`config.mk`:
```
export PLATFORM = sky130hd
export DESIGN_NAME = seqdet_stream_top
export DESIGN_NICKNAME = d
export VERILOG_FILES = /design/src/rtl/seqdet_pkg.sv /design/src/rtl/seqdet_tick_gen.sv /design/src/rtl/seqdet_stream_top.sv
export SDC_FILE = /design/constraint.sdc
export NUM_CORES = 1
export LEC_CHECK = 0
export ABC_CLOCK_PERIOD_IN_PS = 1900
export CAP_MARGIN = 30
export CORE_ASPECT_RATIO = 1.25
export CORE_MARGIN = 5
export CORE_UTILIZATION = 50
export CTS_CLUSTER_DIAMETER = 40
export CTS_CLUSTER_SIZE = 20
export DETAILED_ROUTE_END_ITERATION = 8
export PLACE_DENSITY = 0.73
export SLEW_MARGIN = 20
export SYNTH_ARGS = -nofsm -noshare
export SYNTH_HDL_FRONTEND = slang
export SYNTH_SLANG_ARGS = --single-unit
```
`constraint.sdc`:
```
create_clock -name clk -period 1.9 [get_ports clk]
set_input_delay 0.19 -clock clk [delete_from_list [all_inputs] [get_ports clk]]
set_output_delay 0.19 -clock clk [all_outputs]
set_load 0.1 [all_outputs]
```
`src/rtl/seqdet_pkg.sv`:
```
// Shared definitions for the serial-pattern detection subsystem.
// The optional hit counter is enabled by defining HIT_COUNT_EN.
package seqdet_pkg;

    localparam int CLK_DIV_SIM = 4;

    typedef enum logic [1:0] {
        ST_EMPTY = 2'd0,
        ST_FILL  = 2'd1,
        ST_ARMED = 2'd2
    } seq_state_e;

endpackage

```
`src/rtl/seqdet_tick_gen.sv`:
```
// Pace generator: one-cycle tick every CLK_DIV clocks; clr restarts the period.
module tick_gen #(
    parameter int CLK_DIV = 50_000_000
) (
    input  logic clk,
    input  logic rst,
    input  logic clr,
    output logic tick
);

    localparam int CW = $clog2(CLK_DIV);
    localparam logic [CW-1:0] LAST = CW'(CLK_DIV - 1);

    logic [CW-1:0] cnt_q;
    logic [CW-1:0] cnt_d;

    // next count: restart on clr, wrap after the last cycle of the period
    always_comb begin
        cnt_d = cnt_q;
        if (clr) begin
            cnt_d = '0;
        end else if (cnt_q == LAST) begin
            cnt_d = '0;
        end else begin
            cnt_d = cnt_q + CW'(1);
        end
    end

    // period counter register
    always_ff @(posedge clk or negedge rst) begin
        if (!rst) begin
            cnt_q <= '0;
        end else begin
            cnt_q <= cnt_d;
        end
    end

    assign tick = (cnt_q == LAST);

endmodule

```
`src/rtl/seqdet_stream_top.sv`:
```
// Circular serialiser plus programmable window detector, paced by tick_gen.
// Define HIT_COUNT_EN to build the saturating hit counter; otherwise hit_cnt is 0.
module seqdet_stream_top
    import seqdet_pkg::*;
#(
    parameter int CLK_DIV = 50_000_000,
    parameter int DATA_W  = 8,
    parameter int PAT_W   = 4,
    parameter int CNT_W   = 8
) (
    input  logic                       clk,
    input  logic                       rst,
    input  logic                       clr,
    input  logic [DATA_W-1:0]          indata,
    input  logic [PAT_W-1:0]           pattern,
    input  logic                       overlap,
    output logic                       tick,
    output logic                       dout,
    output logic [$clog2(PAT_W+1)-1:0] c_state,
    output logic                       z,
    output logic [CNT_W-1:0]           hit_cnt
);

    localparam int SW = $clog2(PAT_W + 1);
    localparam logic [SW-1:0] FULL      = SW'(PAT_W);
    localparam logic [SW-1:0] LAST_FILL = SW'(PAT_W - 1);

    logic              tick_s;
    logic              hit_s;
    logic [PAT_W-1:0]  w_nx_s;

    logic [DATA_W-1:0] shreg_q, shreg_d;
    logic [PAT_W-1:0]  pat_q, pat_d;
    logic [PAT_W-1:0]  window_q, window_d;
    logic [SW-1:0]     c_state_q, c_state_d;
    logic              z_q, z_d;
    logic              loaded_q, loaded_d;
    seq_state_e        state_q, state_d;

    tick_gen #(.CLK_DIV(CLK_DIV)) u_tick_gen (
        .clk  (clk),
        .rst  (rst),
        .clr  (clr),
        .tick (tick_s)
    );

    assign w_nx_s = {window_q[PAT_W-2:0], shreg_q[DATA_W-1]};
    assign hit_s  = (w_nx_s == pat_q) && (c_state_q >= LAST_FILL);

    // next state: reload beats tick; nothing advances until a word has been loaded
    always_comb begin
        shreg_d   = shreg_q;
        pat_d     = pat_q;
        window_d  = window_q;
        c_state_d = c_state_q;
        z_d       = z_q;
        loaded_d  = loaded_q;
        state_d   = state_q;
        if (clr) begin
            shreg_d   = indata;
            pat_d     = pattern;
            window_d  = '0;
            c_state_d = '0;
            z_d       = 1'b0;
            loaded_d  = 1'b1;
            state_d   = ST_EMPTY;
        end else if (tick_s && loaded_q) begin
            shreg_d  = {shreg_q[DATA_W-2:0], shreg_q[DATA_W-1]};
            window_d = w_nx_s;
            z_d      = hit_s;
            if (hit_s && !overlap) begin
                c_state_d = '0;
                state_d   = ST_EMPTY;
            end else if ((state_q == ST_ARMED) || (c_state_q == LAST_FILL)) begin
                c_state_d = FULL;
                state_d   = ST_ARMED;
            end else begin
                c_state_d = c_state_q + SW'(1);
                state_d   = ST_FILL;
            end
        end else begin
            z_d = z_q;
        end
    end

    // datapath and detector state registers
    always_ff @(posedge clk or negedge rst) begin
        if (!rst) begin
            shreg_q   <= '0;
            pat_q     <= '0;
            window_q  <= '0;
            c_state_q <= '0;
            z_q       <= 1'b0;
            loaded_q  <= 1'b0;
            state_q   <= ST_EMPTY;
        end else begin
            shreg_q   <= shreg_d;
            pat_q     <= pat_d;
            window_q  <= window_d;
            c_state_q <= c_state_d;
            z_q       <= z_d;
            loaded_q  <= loaded_d;
            state_q   <= state_d;
        end
    end

`ifdef HIT_COUNT_EN
    logic [CNT_W-1:0] hit_cnt_q, hit_cnt_d;

    // saturating match counter, cleared by reload
    always_comb begin
        hit_cnt_d = hit_cnt_q;
        if (clr) begin
            hit_cnt_d = '0;
        end else if (tick_s && loaded_q && hit_s && (hit_cnt_q != {CNT_W{1'b1}})) begin
            hit_cnt_d = hit_cnt_q + CNT_W'(1);
        end else begin
            hit_cnt_d = hit_cnt_q;
        end
    end

    // hit counter register
    always_ff @(posedge clk or negedge rst) begin
        if (!rst) begin
            hit_cnt_q <= '0;
        end else begin
            hit_cnt_q <= hit_cnt_d;
        end
    end

    assign hit_cnt = hit_cnt_q;
`else
    assign hit_cnt = '0;
`endif

    assign tick    = tick_s;
    assign dout    = shreg_q[DATA_W-1];
    assign c_state = c_state_q;
    assign z       = z_q;

endmodule

```
==> metrics.txt <==
run status=complete, but fails checks; failing checks=negative setup slack; critical path type=register to output pin; # H-tree levels=2; Reg clk slew, reported paths=0.09 ns; Peak VDD IR=0.392 mV; Post-Syn Area=0.00254 mm^2; final core occ=66.8%; CTS Buf Count=5; unrepaired setup endpoints after global routing=true; io pins=30; final setup fails=1; ys flop type=dfrtp_1; Detail Placement HPWL=4190 um; total power draw=0.00217 W; initial core utilization=50.7%; area delta synth->final=31.7%; DRT antenna net count=0; fraction of layout cells with a size suffix above 1=29.9%; DRC=0; Crit. Startpoint=u_tick_gen.cnt_q[18]$_DFF_PN0_; count leader, synth=dfrtp_1; CP startpoint kind=register; Avg WL per Cell=15.9 um; GRT Total Usage=19.4%; worst r2r src=u_tick_gen.cnt_q[1]$_DFF_PN0_; chip height=89.7 um; vias in the first global route=2155; Synth Area per Inst=9.73 um^2; CTS sink cnt=48; total wire length=6030 um; most instantiated cells after synthesis=48 x dfrtp_1, 28 x nor2_1, 19 x nand4_1, 16 x o21ai_0, 15 x a21oi_1; DR vias=2208; CP max stage cell=dfrtp_1; FF+latch count, synth=48; Initial DRT Pass Iterations=4; Hold Fails Final Rpt=0; Crit Path Max Fanout=2; Clk Latency, worst-skew pair=0.31 ns; maximum clock rate=507 MHz; fin crit share=104%; Ant. Diodes=0; final worst slack=-0.0715 ns; fraction of registers with async set/reset=100%; Cell Pwr Density=650 mW/mm^2; post-synthesis cell type count=43; wire length of the first global-routing pass=9970 um; Slew @ Worst Pin=0.525 ns; Post-synth EDFFs=0; TritonCTS clock tree=done; antenna violations before repair=0; total gr overflow=0; clk buf depth=2; Final #Nets=336; Cell Rows=29; Largest stage delay, worst path=0.42 ns; capturing element type of the critical path=output pin; Slew Viols, Final=0; CP required=1.71 ns; CP Cell Sequence=nor4bb_4 > buf_4 > and4_4 > and2_4 > buf_12; CP arrival=1.78 ns; number of DRC markers in iteration 0=122; largest net degree at the start of global routing=28; Seq/Total Area, Yosys=47.3%; largest cells by area after synthesis=dfrtp_1 47%, nand4_1 4.7%, nor2_1 4.1%; Syn Inst Count=261; input/output buffers=21; clk_skew=0.0105 ns; top cell type by total area after synthesis=dfrtp_1; P_leak=1.34 nW; via/cell ratio=5.81; die width=73.7 um; Hold Crit Class=primary input to asynchronous set/reset pin; synth warn=0; Die ar.=0.00661 mm^2; Root Buffer=clkbuf_8; minimum clock period after layout=1.97 ns; global placer's final weighted congestion=0.858; Max Cap Viol=0; core footprint=0.00501 mm^2; Synth top area share=47.3%; Relative slew margins=65.0%
[where the power goes]
part           internal [W]  switching, W  total, W  leakage, nW
logic             0.0000775      0.000157  0.000235        0.659
registers           0.00105     0.0000213   0.00107        0.620
clock network      0.000526      0.000341  0.000867       0.0654
total               0.00165      0.000520   0.00217         1.34
[cells in the final DEF (no fill, tap or decap), types with 4 or more instances in the layout]
cell type	instances
conb_1	8
clkbuf_8	5
nand4_1	19
buf_4	41
xnor2_1	8
inv_1	5
nand2_1	8
o31ai_1	6
a21oi_2	5
a21oi_1	10
nor2_1	28
dfrtp_2	4
buf_12	4
dfrtp_1	42
mux2_2	4
xor2_1	10
a31oi_1	8
nand3_1	11
clkdlybuf4s50_1	14
or4_1	6
o21ai_0	15
[worst paths after layout]
path / endpoint / slack [ns] / depth (start not counted)
min in group clk: shreg_q[2]$_DFFE_PN0P_ / 0.44 / 3
max in group asynchronous: u_tick_gen.cnt_q[24]$_DFF_PN0_ / 0.98 / 3
max reg2reg: u_tick_gen.cnt_q[20]$_DFF_PN0_ / 0 / 6
min: c_state[2]$_DFFE_PN0P_ / 0.38 / 2
max: tick / -0.07 / 5
min reg2reg: pat_q[3]$_DFFE_PN0P_ / 0.54 / 1
[stage by stage]
step,cell area [um^2],hold WS (ns),cells,TNS (ns),setup WS [ns]
2_1_floorplan,2590,-0.106,268,0,0.00492
3_3_place_gp,2980,0.192,358,-0.285,-0.0924
3_5_place_dp,2980,0.198,358,-0.387,-0.129
4_1_cts,3210,0.398,373,-0.0468,-0.0468
5_1_grt,3340,0.454,380,-0.426,-0.127
6_report,3340,0.383,380,-0.0715,-0.0715
[per-layer routing]
layer,track usage [%],vias to the layer above,share of wire (%)
li1,-,1059,-
met1,22.1,1099,40
met2,35.6,40,55
met3,4.23,10,3.5
met4,6.59,0,1.4
met5,0,-,0
[registers in the layout, summed over array words and instances, names as in the netlist]
name,count
window_q,3
c_state,3
shreg_q,8
u_tick_gen.cnt_q,26
z,1
loaded_q,1
pat_q,4
state_q,2
[what timing repair did]
item	4_1_cts	5_1_grt
pin swaps	2	13
hold buffers	1	0
setup endpoints to repair	15	15
endpoints found under the hold margin	21	0
buffers inserted	6	7
gates resized for setup	10	19
[layout make-up]
cell class / instances / area [um^2]
timing repair buffer: 63 / 559
clock inverter: 2 / 60.1
tap: 62 / 77.6
multi-input combinational: 193 / 1340
fill: 387 / 1660
clock buffer: 6 / 72.6
sequential: 48 / 1210
inverter: 6 / 22.5
[worst max-delay path: cells and delay by family (launching register included)]
family	cells	cell delay, ns
and+or+nand+nor	3	0.73
DFF	1	0.42
buffers and inverters	2	0.33
[logic make-up (layout without fill, tap and decap cells)]
group / after synthesis / after routing / synth area share, %
other cells: 1 / 8 / 0.148
simple gates: 104 / 104 / 23.7
fa+ha+maj: 3 / 3 / 1.48
compound gates: 56 / 56 / 13.6
mux: 4 / 4 / 1.77
buf+inv: 27 / 77 / 5.86
xor+xnor: 18 / 18 / 6.21
flops: 48 / 48 / 47.3
Note: power is estimated with default switching activity, not from simulation.
